$ cat config.mk
export PLATFORM = sky130hd
export DESIGN_NAME = interconnect_matrix
export DESIGN_NICKNAME = d
export VERILOG_FILES = /design/src/rtl/interconnect_matrix.sv
export SDC_FILE = /design/constraint.sdc
export NUM_CORES = 1
export LEC_CHECK = 0
export CORE_ASPECT_RATIO = 1.25
export CORE_MARGIN = 8
export CORE_UTILIZATION = 45
export CTS_CLUSTER_SIZE = 20
export DETAILED_ROUTE_END_ITERATION = 8
export PLACE_DENSITY = 0.67
export SYNTH_ARGS = -nofsm -noshare
export SYNTH_HDL_FRONTEND = slang
export SYNTH_SLANG_ARGS = --single-unit
$ cat constraint.sdc
create_clock -name clk -period 3.4 [get_ports clk]
set_input_delay 0.68 -clock clk [delete_from_list [all_inputs] [get_ports clk]]
set_output_delay 0.68 -clock clk [all_outputs]
set_load 0.005 [all_outputs]
$ cat src/rtl/interconnect_matrix.sv
`default_nettype none
// +--------------------------------------------------------------------------+
// | interconnect_matrix                                                      |
// | Serially programmed crossbar routing fabric/feedback wires to LUT inputs.|
// | Revision: 1.0                                                            |
// +--------------------------------------------------------------------------+
module interconnect_matrix #(
  parameter int N_IN  = 16,
  parameter int N_FB  = 8,
  parameter int N_OUT = 4
) (
  input  logic             clk,
  input  logic             reset_b,
  input  logic             prgm_b,
  input  logic             CLB_prgm_b,
  input  logic             cfg_en,
  input  logic             cfg_din,
  input  logic [N_IN-1:0]  I,
  input  logic [N_FB-1:0]  IQ,
  output logic [N_OUT-1:0] lut_inp,
  output logic [N_OUT-1:0] lut_inp_en,
  output logic             cfg_done,
  output logic             cfg_err
);

  localparam int SEL_W = $clog2(N_IN + N_FB + 1);
  localparam int TOT   = N_OUT * SEL_W;
  localparam int CNT_W = $clog2(TOT + 2);
  localparam int SRC_W = 1 << SEL_W;

  localparam logic [SEL_W-1:0] c_n_src    = SEL_W'(N_IN + N_FB);
  localparam logic [CNT_W-1:0] c_cnt_full = CNT_W'(TOT);
  localparam logic [CNT_W-1:0] c_cnt_sat  = CNT_W'(TOT + 1);

  typedef enum logic [1:0] {
    S_IDLE   = 2'd0,
    S_LOAD   = 2'd1,
    S_ACTIVE = 2'd2
  } state_t;

  state_t             r_state;
  state_t             w_state_nxt;
  logic               r_prgm_b;
  logic [TOT-1:0]     r_active;
  logic [TOT-1:0]     r_shadow;
  logic [CNT_W-1:0]   r_cnt;
  logic               r_have_cfg;
  logic [N_OUT-1:0]   r_lut;
  logic [N_OUT-1:0]   r_lut_en;
  logic               r_done;
  logic               r_err;

  logic               w_fall;
  logic               w_rise;
  logic               w_cnt_ok;
  logic               w_enter_load;
  logic               w_route_on;
  logic [SRC_W-1:0]   w_src;
  logic [N_OUT-1:0]   w_route;
  logic [N_OUT-1:0]   w_valid;

  assign w_fall       = r_prgm_b & ~prgm_b;
  assign w_rise       = ~r_prgm_b & prgm_b;
  assign w_cnt_ok     = (r_cnt == c_cnt_full);
  assign w_enter_load = (r_state != S_LOAD) && w_fall;
  assign w_route_on   = (r_state == S_ACTIVE) && r_prgm_b;

  // Padding above the real sources reads as 0, so an out-of-range select is harmless.
  assign w_src = SRC_W'({IQ, I});

  for (genvar k = 0; k < N_OUT; k++) begin : g_route
    logic [SEL_W-1:0] w_sel;
    assign w_sel      = r_active[k*SEL_W +: SEL_W];
    assign w_valid[k] = (w_sel < c_n_src);
    assign w_route[k] = w_valid[k] & w_src[w_sel];
  end

  always_ff @(posedge clk or negedge reset_b) begin
    if (!reset_b) begin
      r_state <= S_IDLE;
    end else begin
      r_state <= w_state_nxt;
    end
  end

  always_comb begin
    w_state_nxt = r_state;
    case (r_state)
      S_IDLE: begin
        if (w_fall) w_state_nxt = S_LOAD;
      end
      S_ACTIVE: begin
        if (w_fall) w_state_nxt = S_LOAD;
      end
      S_LOAD: begin
        if (w_rise) begin
          if (w_cnt_ok || r_have_cfg) w_state_nxt = S_ACTIVE;
          else                        w_state_nxt = S_IDLE;
        end
      end
      default: w_state_nxt = S_IDLE;
    endcase
  end

  always_ff @(posedge clk or negedge reset_b) begin
    if (!reset_b) begin
      r_prgm_b   <= 1'b1;
      r_active   <= '1;
      r_shadow   <= '0;
      r_cnt      <= '0;
      r_have_cfg <= 1'b0;
      r_done     <= 1'b0;
      r_err      <= 1'b0;
    end else begin
      r_prgm_b <= prgm_b;
      if (w_enter_load) begin
        r_cnt      <= '0;
        r_err      <= 1'b0;
        r_have_cfg <= (r_state == S_ACTIVE);
      end else if (r_state == S_LOAD) begin
        // The commit edge takes priority over any bit presented on it.
        if (w_rise) begin
          if (w_cnt_ok) begin
            r_active <= r_shadow;
            r_done   <= 1'b1;
            r_err    <= 1'b0;
          end else begin
            r_err <= 1'b1;
          end
        end else if (cfg_en && !CLB_prgm_b) begin
          r_shadow <= {r_shadow[TOT-2:0], cfg_din};
          if (r_cnt != c_cnt_sat) r_cnt <= r_cnt + 1'b1;
        end
      end
    end
  end

  // Outputs freeze in LOAD so a partial configuration never reaches the LUT.
  always_ff @(posedge clk or negedge reset_b) begin
    if (!reset_b) begin
      r_lut    <= '0;
      r_lut_en <= '0;
    end else if (w_route_on) begin
      r_lut    <= w_route;
      r_lut_en <= w_valid;
    end else if (r_state == S_IDLE) begin
      r_lut    <= '0;
      r_lut_en <= '0;
    end
  end

  assign lut_inp    = r_lut;
  assign lut_inp_en = r_lut_en;
  assign cfg_done   = r_done;
  assign cfg_err    = r_err;

endmodule
`default_nettype wire

Word-level counts from Yosys, hierarchy flattened
Index checks and enable logic that the tools add are counted.
{"block": "op_classes", "order_cmp": 8, "shifts": 0, "eq_ne": 8, "add_sub_neg": 1, "mul": 0, "muxes": 24, "n_reduce_logical": 17, "div_mod_pow": 0, "bitwise_logic": 10}
{"cell": "2-to-1 mux 5 bit", "n": 5}
{"cell": "< comparator 5 x 6 -> 1 bit, second input constant", "n": 4}
{"cell": "binary-select mux 1 bit (select 5 bit)", "n": 4}
{"cell": "< comparator 5 bit, second input constant", "n": 4}
{"cell": "2-to-1 mux 4 bit", "n": 3}
{"cell": "AND reduction 4 bit", "n": 3}
{"cell": "nonzero test 2 bit", "n": 5}
{"cell": "2-to-1 mux 1 bit", "n": 8}
{"cell": "AND 1 bit", "n": 6}
{"cell": "2-to-1 mux 2 bit", "n": 3}
{"cell": "inequality test 2 x 1 -> 1 bit, second input constant", "n": 3}
{"cell": "adder 5 x 1 -> 5 bit, second input constant", "n": 1}
{"cell": "== test 5 bit, second input constant", "n": 1}
{"cell": "inequality test 5 bit, second input constant", "n": 1}
{"cell": "NOT 1 bit", "n": 4}
{"cell": "case mux 2 bit (2 select lines)", "n": 1}
{"cell": "AND reduction 2 bit", "n": 2}
{"cell": "logical AND 1 bit", "n": 3}
{"cell": "== test 2 x 1 -> 1 bit, second input constant", "n": 1}
{"cell": "== test 2 bit, second input constant", "n": 1}
{"cell": "zero test 2 bit", "n": 1}
{"cell": "inequality test 2 bit, second input constant", "n": 1}
{"cell": "OR reduction 2 bit", "n": 1}
{"cell": "zero test 1 bit", "n": 1}
{"cell": "logical OR 1 bit", "n": 1}
{"block": "word_totals", "latch_bits": 0, "mem_bits_ro": 0, "wordCells": 78, "reg_bits": 59, "inputBits": 30, "mem_bits_rw": 0, "mem_count": 0, "out_inout_bits": 10}

Depth between registers and ports, before layout
{"block": "logic_depth", "word_depth": 6, "depth_mapped": 6, "mapped_depth_nobuf": 6}

Least setup slack after synthesis
No wires, ideal clock.
{"block": "synth_timing", "kind": "reg2reg", "startpoint": "register r_active[6]", "endpoint": "register r_lut[1], in the netlist lut_inp[1]", "path_buffers": 1, "stages_incl_launch_ff": 5, "period_less_slack_ns": 2.073, "arrival_time_ns": 1.947, "setup_slack_ns": 1.327, "required_ns": 3.274, "setup_ns": 0.126, "path_cell_list": "dfstp_2 buf_2 mux4_2 mux4_2 a221o_1"}
{"block": "synth_via", "elab_chain_cells": 4, "elab_cells_between_ends": 5, "classes_between": "order compare: 1; mux: 3; bitwise: 1"}
{"item": "from (decl)", "line_no": "44", "source": "logic [TOT-1:0] r_active;"}
{"item": "from (signal assigned)", "line_no": "124", "source": "r_active <= r_shadow;"}
{"item": "binary-select mux 1 bit (select 5 bit)", "line_no": "75", "source": "assign w_route[k] = w_valid[k] & w_src[w_sel];"}
{"item": "2-to-1 mux 1 bit (not written as such)", "line_no": "75"}
{"item": "AND 1 bit *", "line_no": "75"}
{"item": "2-to-1 mux 4 bit *", "line_no": "143", "source": "end else if (w_route_on) begin"}
{"item": "to (signal assigned)", "line_no": "144", "source": "r_lut <= w_route;"}
{"item": "to (decl)", "line_no": "48", "source": "logic [N_OUT-1:0] r_lut;"}
Every way passes the cells marked *; elsewhere a longest branch is shown, timed or not. The select of a mux whose other input is x is not followed.
A chain may end at the register's enable or synchronous reset.

Worst setup path in the final report
{"block": "layout_timing", "startpoint": "input I[13]", "endpoint": "register r_lut[2], in the netlist lut_inp[2]"}
{"block": "layout_via", "elab_chain_cells": 4}
{"item": "from (decl)", "line_no": "18", "source": "input logic [N_IN-1:0] I,"}
{"item": "binary-select mux 1 bit (select 5 bit)", "line_no": "75"}
{"item": "2-to-1 mux 1 bit (not written as such)", "line_no": "75"}
{"item": "AND 1 bit", "line_no": "75"}
{"item": "2-to-1 mux 4 bit", "line_no": "143"}
Every way passes these cells. The select of a mux whose other input is x is not followed.

==> summary.txt <==
Run status
  – Status: finished, final reports clean

Timing
  – Slack of the critical path: 1100 ps
  – Min Clock Period, post-route: 2300 ps
  – Max_slew headroom: 59.84%
  – Clk_skew: 8.815 ps
  – Hold slack: 328.3 ps
  – Unrepaired setup endpoints after global routing: false
  – Endpoints failing hold: 0
  – Final setup TNS: 0 ps
  – Worst Tran Pin Value: 596.1 ps
  – Max Freq: 434.9 MHz
  – Slew Limit Fails: 0
  – Tcrit/Tclk final: 67.63%
  – Final setup vio count: 0

Route
  – Post-route DRC: 0
  – Routed WL per cell: 19.18 um
  – Drt pass-1 iters: 4
  – Antenna-violating nets left: 0
  – Routed vias: 2189
  – DR vias/cell: 5.822
  – Detailed Route WL: 7.211 mm
  – Iter 0 DRT Violations: 157

Layout
  – Share of cells above drive strength 1: 36.71%
  – Layout area overhead: 18.85%
  – Post-Layout Inst Area: 3841 um^2
  – ANT cells: 0
  – Nets: 315

Global route
  – Grt total ovfl: 0
  – First-pass GRT wire length: 11.79 mm
  – Vias in the first global route: 2222
  – Initial antenna violation count: 0
  – Aggregate global-route resource usage: 14.59%
  – Largest net degree at the start of global routing: 27

Synth
  – YS warnings: 0
  – Synthesized area: 3232 um^2
  – Syn Nets: 274
  – Syn_area_per_cell: 13.41 um^2
  – Seq/Total Area, Yosys: 46.50%
  – Async set-reset flop share out of synthesis: 100.0%
  – EDFF count, synth: 0
  – Yosys reg bits: 59
  – Synth unique cells: 42
  – Top FF cell, synth: dfrtp_1
  – Cells after Synth: 241

Critical path
  – Worst Path Arrival: 2510 ps
  – Worst endpoint required time: 3610 ps
  – CP Max Fanout: 4
  – CP Capture Type: register
  – Worst setup SP type: input pin
  – Critical path class: input pin to register

Power
  – Gate power share: 13.7%
  – Power per cell area: 398.3 nW/um^2
  – VDD IR max: 0.0002409 V
  – Switching Share: 26.28%
  – P_leak: 1.591 nW
  – Cell Int Power: 1.128 mW
  – Sw Pwr: 402.0 uW
  – Clock share of power: 33.8%
  – Sequential power share: 52.4%

Clock tree
  – Post-CTS Resized: 0
  – Clock tree buffer depth: 2
  – Clock Tree Root: clkbuf_8
  – CTS tree: done
  – Clk slew on worst S/H paths: 70 ps
  – Clock Latency Late Sink: 330 ps
  – Setup Fix Bufs, Post-CTS: 0
  – Num CTS Buffers: 9
  – H-tree depth: 3
  – CTS sink count: 59
  – CTS Hold Bufs: 0

Placed design
  – Dpl cell area: 3690 um^2
  – Port bufs: 39
  – DP Worst Slack: 772.7 ps
  – GP Congestion: 0.8592
  – Dpl hpwl: 5.419 mm

Floorplan
  – Initial Utilization: 46.32%
  – Chip height: 110.8 um
  – Core ar.: 6977 um^2
  – Number of core rows: 34
  – Die Area: 10170 um^2
  – Io pins: 40
  – Die Wd: 91.80 um

Min path
  – Hold Crit Class: input pin to async pin

Run
  – Max-cap viol count: 0
## worst max-delay path: stages
cell	delay, ps
clkdlybuf4s50_1	500
mux4_1	510
mux4_2	470
a221o_1	350
## sequential cells by signal, indices dropped and copies added, names as in the netlist
register	count
r_state	2
r_shadow	20
r_have_cfg	1
cfg_err	1
r_cnt	5
r_active	20
lut_inp	4
cfg_done	1
r_prgm_b	1
lut_inp_en	4
## cells in the mapped netlist (2+ instances only)
| cell type | n | area (um^2) |
|---|---|---|
| mux2_2 | 43 | 484.2 |
| dfrtp_1 | 38 | 950.9 |
| dfstp_2 | 21 | 551.8 |
| mux4_2 | 20 | 450.4 |
| nor2_1 | 11 | 41.29 |
| a21oi_1 | 10 | 50.05 |
| nand2b_1 | 10 | 62.56 |
| nand2_1 | 8 | 30.03 |
| o21ai_0 | 8 | 40.04 |
| inv_1 | 7 | 26.28 |
| mux2i_1 | 7 | 70.07 |
| buf_2 | 5 | 25.02 |
| clkbuf_1 | 5 | 18.77 |
| nand3_1 | 4 | 20.02 |
| o22ai_1 | 4 | 25.02 |
| a221o_1 | 3 | 30.03 |
| and3_1 | 3 | 18.77 |
| ha_1 | 3 | 37.54 |
| mux4_1 | 3 | 78.83 |
| nor4_1 | 3 | 18.77 |
| a32oi_1 | 2 | 17.52 |
| buf_6 | 2 | 22.52 |
| or3_1 | 2 | 12.51 |
## area by class of cell
class	instances	area (um^2)
clock buffer	11	131.4
clock inverter	4	20.02
inverter	7	26.28
multi-input combinational	162	1633
sequential	59	1503
tap	90	112.6
fill	609	3136
timing repair buffer	43	415.4
## layout by cell type (no fill, tap or decap), types with 2 or more instances in the layout
cell type         n
clkinv_2          4
o22ai_1           4
clkbuf_1          2
buf_4             4
a221o_1           3
clkdlybuf4s50_1  38
nand2b_1         10
nand3_1           4
dfrtp_1          38
clkbuf_8          9
nor2_1           11
mux4_2           20
o21ai_0           8
a32oi_1           2
mux4_1            3
and3_1            3
ha_1              3
dfstp_2          21
mux2_2           43
mux2i_1           7
nor4_1            3
or3_1             2
nand2_1           8
inv_1             7
a21oi_1          10
## worst paths after layout
kind	startpoint	slack, ps	end	cells past startpoint
hold reg to reg	cfg_done$_DFFE_PN0P_	460	cfg_done$_DFFE_PN0P_	1
max in group asynchronous	reset_b	2340	r_prgm_b$_DFF_PN1_	2
min in group clk	cfg_done$_DFFE_PN0P_	460	cfg_done$_DFFE_PN0P_	1
hold / removal	reset_b	330	r_shadow[3]$_DFFE_PN0P_	1
setup reg to reg	r_active[12]$_DFFE_PN1P_	1250	lut_inp[2]$_DFFE_PN0P_	3
setup / recovery	I[13]	1100	lut_inp[2]$_DFFE_PN0P_	4
## stage by stage
stage / power, mW / util [%] / std cells
5_1_grt: 1.609 / 55.06 / 376
4_1_cts: 1.553 / 55.06 / 376
2_1_floorplan: 0.9213 / - / 241
6_report: 1.530 / 55.06 / 376
3_5_place_dp: 1.028 / 52.89 / 361
3_3_place_gp: 1.021 / 52.89 / 361
## per-layer routing
layer	track usage [%]	wire length, um	part of all wire [%]	up-vias
li1	-	-	-	996
met1	18.22	3065	43	1110
met2	23.25	3623	50	75
met3	3.726	423	5.9	8
met4	6.250	99	1.4	0
met5	0	0	0	-
## kinds of logic (layout without fill, tap and decap cells)
kind of cell | count (synthesis) | count (layout) | synth area share [%]
buffers and inverters | 20 | 65 | 2.981
DFF | 59 | 59 | 46.50
and+or+nand+nor | 49 | 49 | 8.324
AOI/OAI and AO/OA | 35 | 35 | 6.969
adders and majority gates | 3 | 3 | 1.162
muxes | 73 | 73 | 33.53
xor gates and xnor gates | 2 | 2 | 0.5421
## power groups by stage
stage | sequential [mW] | combinational [mW] | clock (mW)
3_5_place_dp | 0.815 | 0.213 | 0
2_1_floorplan | 0.796 | 0.126 | 0
5_1_grt | 0.811 | 0.232 | 0.566
4_1_cts | 0.803 | 0.214 | 0.536
3_3_place_gp | 0.814 | 0.207 | 0
6_report | 0.802 | 0.210 | 0.517
Power figures use the tool's default switching activity.
